$ cat src/rtl/bitserial_shift_acc.sv
`default_nettype none
// +----------------------------------------------------------------------------+
// | Module : bitserial_shift_acc                                               |
// | Shift-accumulates bit-serial partial products into per-weight products,    |
// | sums DOT_LEN products into a dot-product result and presents it on a       |
// | valid/ready output register. in_ready stalls the upstream MAC.             |
// | Rev    : 1.0  initial release                                              |
// +----------------------------------------------------------------------------+
module bitserial_shift_acc #(
  parameter int ACC_W   = 20,
  parameter int DOT_LEN = 4,
  parameter int CNT_W   = $clog2(DOT_LEN + 1)
) (
  input  logic             clk,
  input  logic             rstn,
  input  logic             clr,
  input  logic             in_valid,
  output logic             in_ready,
  input  logic [7:0]       wa,
  input  logic [2:0]       bit_idx,
  input  logic [1:0]       prec,
  input  logic             done,
  output logic             out_valid,
  input  logic             out_ready,
  output logic [ACC_W-1:0] out_data,
  output logic             out_ovf
);

  typedef enum logic [0:0] {
    S_ACCUM = 1'b0,
    S_FULL  = 1'b1
  } state_t;

  localparam logic [CNT_W-1:0] c_last_cnt = CNT_W'(DOT_LEN - 1);

  state_t           r_state;
  state_t           w_state_nxt;
  logic [15:0]      r_psum;
  logic [15:0]      w_psum_nxt;
  logic [15:0]      w_shifted;
  logic [ACC_W-1:0] r_acc;
  logic             r_ovf_acc;
  logic [CNT_W-1:0] r_prod_cnt;
  logic [ACC_W-1:0] r_out_data;
  logic             r_out_ovf;
  logic [2:0]       w_mask;
  logic [2:0]       w_sh;
  logic             w_accept;
  logic             w_prod_done;
  logic             w_final;
  logic [ACC_W:0]   w_sum;
  logic             w_ovf_nxt;

  // Bit position within the current weight segment depends on precision.
  always_comb begin
    w_mask = 3'd7;
    case (prec)
      2'b00:   w_mask = 3'd7;
      2'b01:   w_mask = 3'd3;
      2'b10:   w_mask = 3'd1;
      default: w_mask = 3'd3;
    endcase
  end

  assign w_sh        = bit_idx & w_mask;
  assign w_shifted   = {8'b0, wa} << w_sh;
  // A beat at segment position 0 starts a fresh product, so no explicit clear.
  assign w_psum_nxt  = (w_sh == 3'd0) ? w_shifted : (r_psum + w_shifted);

  assign out_valid   = (r_state == S_FULL);
  assign in_ready    = ~out_valid | out_ready;
  assign w_accept    = in_valid & in_ready;
  assign w_prod_done = w_accept & done;
  assign w_final     = w_prod_done & (r_prod_cnt == c_last_cnt);

  assign w_sum       = {1'b0, r_acc} + {{(ACC_W + 1 - 16){1'b0}}, w_psum_nxt};
  assign w_ovf_nxt   = r_ovf_acc | w_sum[ACC_W];

  assign out_data    = r_out_data;
  assign out_ovf     = r_out_ovf;

  // Output-register occupancy state.
  always_ff @(posedge clk or negedge rstn) begin
    if (!rstn) begin
      r_state <= S_ACCUM;
    end else if (clr) begin
      r_state <= S_ACCUM;
    end else begin
      r_state <= w_state_nxt;
    end
  end

  // Full while a result waits; a completion during a handshake keeps it full.
  always_comb begin
    w_state_nxt = r_state;
    case (r_state)
      S_ACCUM: if (w_final) w_state_nxt = S_FULL;
      S_FULL:  if (out_ready && !w_final) w_state_nxt = S_ACCUM;
      default: w_state_nxt = S_ACCUM;
    endcase
  end

  // Partial-product, dot-product and output-register datapath.
  always_ff @(posedge clk or negedge rstn) begin
    if (!rstn) begin
      r_psum     <= '0;
      r_acc      <= '0;
      r_ovf_acc  <= 1'b0;
      r_prod_cnt <= '0;
      r_out_data <= '0;
      r_out_ovf  <= 1'b0;
    end else if (clr) begin
      r_psum     <= '0;
      r_acc      <= '0;
      r_ovf_acc  <= 1'b0;
      r_prod_cnt <= '0;
      r_out_data <= '0;
      r_out_ovf  <= 1'b0;
    end else if (w_accept) begin
      r_psum <= w_psum_nxt;
      if (w_prod_done) begin
        if (r_prod_cnt == c_last_cnt) begin
          r_out_data <= w_sum[ACC_W-1:0];
          r_out_ovf  <= w_ovf_nxt;
          r_acc      <= '0;
          r_ovf_acc  <= 1'b0;
          r_prod_cnt <= '0;
        end else begin
          r_acc      <= w_sum[ACC_W-1:0];
          r_ovf_acc  <= w_ovf_nxt;
          r_prod_cnt <= r_prod_cnt + CNT_W'(1);
        end
      end
    end
  end

endmodule
`default_nettype wire

$ cat config.mk
export PLATFORM = sky130hd
export DESIGN_NAME = bitserial_shift_acc
export DESIGN_NICKNAME = d
export VERILOG_FILES = /design/src/rtl/bitserial_shift_acc.sv
export SDC_FILE = /design/constraint.sdc
export NUM_CORES = 1
export LEC_CHECK = 0
export BUFFER_PORTS_ARGS = -buffer_cell sky130_fd_sc_hd__buf_2
export CORE_ASPECT_RATIO = 0.8
export CORE_MARGIN = 5
export CORE_UTILIZATION = 25
export CTS_BUF_LIST = sky130_fd_sc_hd__clkbuf_8
export DETAILED_ROUTE_END_ITERATION = 6
export GPL_TIMING_DRIVEN = 0
export PLACE_DENSITY = 0.38
export SLEW_MARGIN = 5
export SYNTH_ARGS = -nofsm -noshare
export SYNTH_HDL_FRONTEND = slang
export SYNTH_SLANG_ARGS = --single-unit
$ cat constraint.sdc
create_clock -name clk -period 4.55 [get_ports clk]
set_clock_uncertainty 0.05 [all_clocks]
set_input_delay 0 -clock clk [delete_from_list [all_inputs] [get_ports clk]]
set_output_delay 0 -clock clk [all_outputs]
set_load 0.05 [all_outputs]
# Yosys cells after proc, flatten, opt, wreduce, memory -nomap -nowiden
# Index checks and enable logic that the tools add are counted.
[totals] in_bits=19 wordCells=57 output_inout_bits=23 ff_bits=62
[op_classes] muxes=28 bitwise_logic=7 addsub=3 eq_ne=2 shift=1 n_reduce_logical=9
[ops] cell="$mux 20" count=8
[ops] cell="$mux 16" count=3
[ops] cell="$add 20x16->21" count=1
[ops] cell="$add 16x16->16" count=1
[ops] cell="$shl 8x3->16" count=1
[ops] cell="$mux 3" count=4
[ops] cell="$mux 1" count=11
[ops] cell="$pmux 3 s2" count=1
[ops] cell="$reduce_bool 2->1" count=3
[ops] cell="$add 3x1->3 const B" count=1
[ops] cell="$and 1x1->1" count=3
[ops] cell="$and 3x3->3" count=1
[ops] cell="$eq 3x2->1 const B" count=1
[ops] cell="$logic_not 3->1" count=1
[ops] cell="$reduce_and 3->1" count=1
[ops] cell="$eq 2x2->1 const B" count=1
[ops] cell="$logic_not 2->1" count=1
[ops] cell="$or 1x1->1" count=2
[ops] cell="$pmux 1 s2" count=1
[ops] cell="$reduce_and 2->1" count=1
[ops] cell="$logic_and 1x1->1" count=1
[ops] cell="$logic_not 1->1" count=1
[ops] cell="$not 1->1" count=1

# Logic depth before layout (Yosys ltp)
[logic_depth] word_depth=12 depth_mapped=25 mapped_depth_nobuf=24

# Worst setup path before layout
# No wires, ideal clock.
[synth_timing] path_kind="input port to flip-flop" start="in prec[0]" end="reg r_out_data[15] (netlist: out_data[15])" path_slack_ns=0.042 required_ns=4.379 setup_time_ns=0.121 stages=24 n_path_buf=1 arrival_ns=4.337 path_cell_list="nand2b_1 -> and2_1 -> clkbuf_1 -> mux2i_1 -> mux2i_1 -> nand2_1 -> o31ai_1 -> ha_1 -> a21o_1 -> nand2b_1 -> a41oi_1 -> a221o_1 -> o31ai_1 -> xnor2_1 -> nor2_1 -> ha_1 -> a21o_1 -> a21o_1 -> a21o_1 -> a21o_1 -> a22oi_1 -> nor2b_1 -> xnor2_1 -> a22o_1"
[synth_between] elab_chain_cells=11 elab_cells_between_ends=13 classes_between="2 x add/sub; 1 x eq/ne; 1 x shift; 6 x mux; 1 x bitwise; 2 x reduce/logical"
[synth_rtl] item="start: declaration" line_no="21" rtl="input logic [1:0] prec,"
[synth_rtl] item="$eq 2x2->1 or $logic_not 2->1 (tied branches)" line_no="57" rtl="case (prec)"
[synth_rtl] item="$pmux 3 s2 (*)" line_no="57"
[synth_rtl] item="$and 3x3->3 (*)" line_no="65" rtl="assign w_sh = bit_idx & w_mask;"
[synth_rtl] item="$shl 8x3->16" line_no="66" rtl="assign w_shifted = {8'b0, wa} << w_sh;"
[synth_rtl] item="$add 16x16->16" line_no="68" rtl="assign w_psum_nxt = (w_sh == 3'd0) ? w_shifted : (r_psum + w_shifted);"
[synth_rtl] item="$mux 16 (*)" line_no="68"
[synth_rtl] item="$add 20x16->21 (*)" line_no="76" rtl="assign w_sum = {1'b0, r_acc} + {{(ACC_W + 1 - 16){1'b0}}, w_psum_nxt};"
[synth_rtl] item="$mux 20 (*)" line_no="122" rtl="if (r_prod_cnt == c_last_cnt) begin"
[synth_rtl] item="$mux 20 (*)" line_no="121" rtl="if (w_prod_done) begin"
[synth_rtl] item="$mux 20 (*)" line_no="119" rtl="end else if (w_accept) begin"
[synth_rtl] item="$mux 20 (*)" line_no="112" rtl="end else if (clr) begin"
[synth_rtl] item="end signal: assignment" line_no="123" rtl="r_out_data <= w_sum[ACC_W-1:0];"
[synth_rtl] item="end: declaration" line_no="44" rtl="logic [ACC_W-1:0] r_out_data;"
# Mark *: on every way between the ends. The rest lies on a longest branch, timed or not. The select of a mux whose other input is x is not followed.
# A chain may end at the register's enable or synchronous reset.

# Worst setup path in the final report
[layout_timing] start="in prec[0]" end="reg r_acc[15]"
[layout_between] elab_chain_cells=11 elab_cells_between_ends=13 classes_between="2 x add/sub; 1 x eq/ne; 1 x shift; 6 x mux; 1 x bitwise; 2 x reduce/logical"
[layout_rtl] item="$eq 2x2->1 or $logic_not 2->1 (tied branches)" line_no="57"
[layout_rtl] item="$pmux 3 s2 (*)" line_no="57"
[layout_rtl] item="$and 3x3->3 (*)" line_no="65"
[layout_rtl] item="$shl 8x3->16" line_no="66"
[layout_rtl] item="$add 16x16->16" line_no="68"
[layout_rtl] item="$mux 16 (*)" line_no="68"
[layout_rtl] item="$add 20x16->21 (*)" line_no="76"
[layout_rtl] item="$mux 20 (*)" line_no="122"
[layout_rtl] item="$mux 20 (*)" line_no="121"
[layout_rtl] item="$mux 20 (*)" line_no="119"
[layout_rtl] item="$mux 20 (*)" line_no="112"
[layout_rtl] item="end signal: assignment" line_no="129" rtl="r_acc <= w_sum[ACC_W-1:0];"
[layout_rtl] item="end: declaration" line_no="41" rtl="logic [ACC_W-1:0] r_acc;"
# Marked as above.

==> impl_metrics.tcl <==
set metrics [dict create \
    drc 0 \
    vias_per_cell 5.029 \
    die_w_um 159.8 \
    synthMuxAreaShare_pct 3.626 \
    synth.largest_area_cell "dfrtp_1" \
    worst_pin_slew_ps 1295 \
    post_dp_cell_area_um2 4997 \
    synth_area_um2 4486 \
    start_util_pct 25.65 \
    yosysWarnings 0 \
    syn_to_final_growth_pct 22.40 \
    synth_enable_flop_cells 0 \
    ys_types 56 \
    hp-class "input port to flop" \
    synth_top_family_by_area "compound AO/OA/AOI/OAI gates" \
    yosysMostFrequentCell "dfrtp_1" \
    fmax_mhz 227.7 \
    final-seq-area_um2 1551 \
    synth_top_flop_cell "dfrtp_1" \
    finalWirelength_um 13000 \
    leakage_nw 2.593 \
    yosys.area_share.simple_pct 18.33 \
    globalRouteTotalUtil_pct 12.60 \
    path_cells "buf_2 > nand2b_4 > and2_4 > mux2i_4 > mux2i_4 > nand2_1 > o31ai_4 > ha_1 > a21o_1 > nand2b_1 > a41oi_1 > a221o_1 > or3_4 > a21oi_1 > or4_1 > and3_4 > ha_4 > a21o_1 > a21o_1 > a22oi_2 > nor2b_4 > xnor2_1 > a22o_1" \
    vias 3973 \
    synth_commonest_cells "dfrtp_1, nand2_1, ha_1" \
    dieArea_um2 20740 \
    max_stage_delay_ps 520 \
    synth_nets 555 \
    dieHeight_um 129.8 \
    clk_latency_ps 330 \
    antenna_cells 0 \
    crit_path_start_kind "input port" \
    synth_top_area_share_pct 34.59 \
    grt_max_degree 63 \
    drive_above_1_share_pct 18.05 \
    cts-htree-levels 3 \
    crit_family "simple AND/OR/NAND/NOR gates" \
    clockRootBuffer "clkbuf_8" \
    dp.final_hpwl_um 9813 \
    grt_first_pass_wirelength_um 20910 \
    cts_tree "done" \
    fillCellCount 1833 \
    cts_buffer_depth 2 \
    final_hold_viol_count 0 \
    drt_first_pass_iters 5 \
    ys_async_sr_fraction_pct 100.0 \
    cp_num_buf_inv 1 \
    finalCriticalPeriod_ps 4391 \
    final_nets 618 \
    cts_sinks 62 \
    clkTransAtPathRegs_ps 70 \
    pin_count 42 \
    multi_input_area_um2 3037 \
    synth.ff_latch_count 62 \
    cp_slowest_cell "or4_1" \
    syn_inst 500 \
    synth_compound_area_share_pct 24.71 \
    synthAdderAreaFrac_pct 10.82 \
    yosys-top-cells-area "dfrtp_1, ha_1, a22o_1, nand2_1, xnor2_1" \
    ant_nets 0 \
    final.period_utilization_pct 96.50 \
    max_slew_margin_pct 12.99 \
    core_area_um2 17490 \
    wl_per_cell_um 16.45 \
    finalWeightedCongestion 0.7990 \
    antenna_found_initial 0 \
    grt-ovfl-total 0 \
    crit_path_end_kind "flop" \
    synth_xor_area_share_pct 5.077 \
    cp.arrival_ps 4570 \
    required_ps 4730 \
    ir_worst_vdd_v 0.0001119 \
    first_iter_violations 177 \
    num_rows 43 \
    portBuffers 40 \
    design_area_um2 5490 \
    first_global_vias 3933 \
    worstPathMaxFanout 7 \
    fin_hold_ws_ps 65.06 \
    slew_violations 0 \
    cap_violations 0 \
    cts_made_buffers 9 \
    cpMostUsedCell "a21o_1" \
    ys_seq_area_share_pct 34.59 \
    dp_slack_ps -1047 \
    avgSynthCellArea_um2 8.971 \
    powerDensity_nw_per_um2 283.3 \
    status "completed" \
    critical_path_class "input port to flop" \
    finalSetupViolCount 0 \
    postLayoutSetupSlackWorst_ps 159.0 \
]
-- repair_timing --
action                     4_1_cts  5_1_grt
gates resized for setup         14       35
pin swaps                        0        6
hold endpoints to repair        63        0
cloned                           0        0
setup endpoints to repair       20       22
hold buffers                     4        0
buffers inserted                 3        6
-- routing by layer --
metal	vias to the layer above	track usage [%]	wire, um
li1	1973	-	-
met1	1932	18.42	6873
met2	60	19.16	5637
met3	8	2.779	398
met4	0	2.653	89
met5	-	0	0
-- registers in the layout, summed over array words and instances (netlist names) --
name and flops:
r_psum 16, out_ovf 1, out_data 20, r_acc 20, r_ovf_acc 1, out_valid 1, r_prod_cnt 3
-- cells in the final DEF, fill, tap and decap left out, types with 6 or more instances in the layout --
master and instances:
a21o_1 14, nand3_1 12, a22o_1 31, dfrtp_1 62, nor3_1 11, xnor2_1 20, nand2b_1 9, xor2_1 6
a21oi_1 29, mux2i_1 9, buf_2 40, buf_4 11, a31oi_1 8, inv_1 13, and2_1 9, o21a_1 6
o21ai_0 25, nor2b_1 6, clkbuf_8 11, nor2_1 30, nand2_1 59, ha_1 32, clkbuf_1 13
-- tightest hold or removal path, cell delays in order --
cell	delay [ps]
buf_2	110
and3_1	220
a21oi_1	80
-- logic make-up after synthesis --
group	Yosys count
flip-flops	62
AND/OR/NAND/NOR	166
adder cells (fa/ha/maj)	38
XOR/XNOR	26
multiplexers	16
buffers and inverters	33
AO/OA/AOI/OAI	159
-- where the power goes --
part | switching [mW] | total (mW) | internal (mW) | leakage [nW]
combinational | 0.322 | 0.534 | 0.212 | 1.65
clock | 0.206 | 0.423 | 0.216 | 0.0869
sequential | 0.0202 | 0.598 | 0.578 | 0.854
total | 0.549 | 1.56 | 1.01 | 2.59
-- area by class of cell --
class	count	area share, %
Multi-Input combinational cell	405	55.31
Clock buffer	11	2.758
Tap cell	225	5.128
Buffer	18	1.322
Inverter	13	0.8888
Sequential cell	62	28.26
Timing Repair Buffer	54	6.153
Clock inverter	2	0.1823
-- stage by stage --
step	utilization [%]	cells	power, mW	TNS (ps)
6_report	31.40	790	1.555	0
5_1_grt	31.40	790	1.670	-252.7
4_1_cts	30.13	784	1.546	0
3_5_place_dp	28.58	766	1.093	-17300
3_3_place_gp	28.41	765	1.089	-17500
2_1_floorplan	-	500	0.9536	0
-- final timing paths --
kind / start / cells past startpoint / slack (ps) / end
max in group asynchronous: rstn / 3 / 4020 / out_data[9]
worst max register to register: r_psum[0] / 16 / 280 / r_acc[15]
min in group asynchronous: rstn / 3 / 160 / r_prod_cnt[0]
worst min-delay path: in_valid / 3 / 70 / r_prod_cnt[2]
worst max-delay path: prec[0] / 23 / 160 / r_acc[15]
worst min register to register: out_data[1] / 2 / 430 / out_data[1]
(Power assumes the default switching activity.)
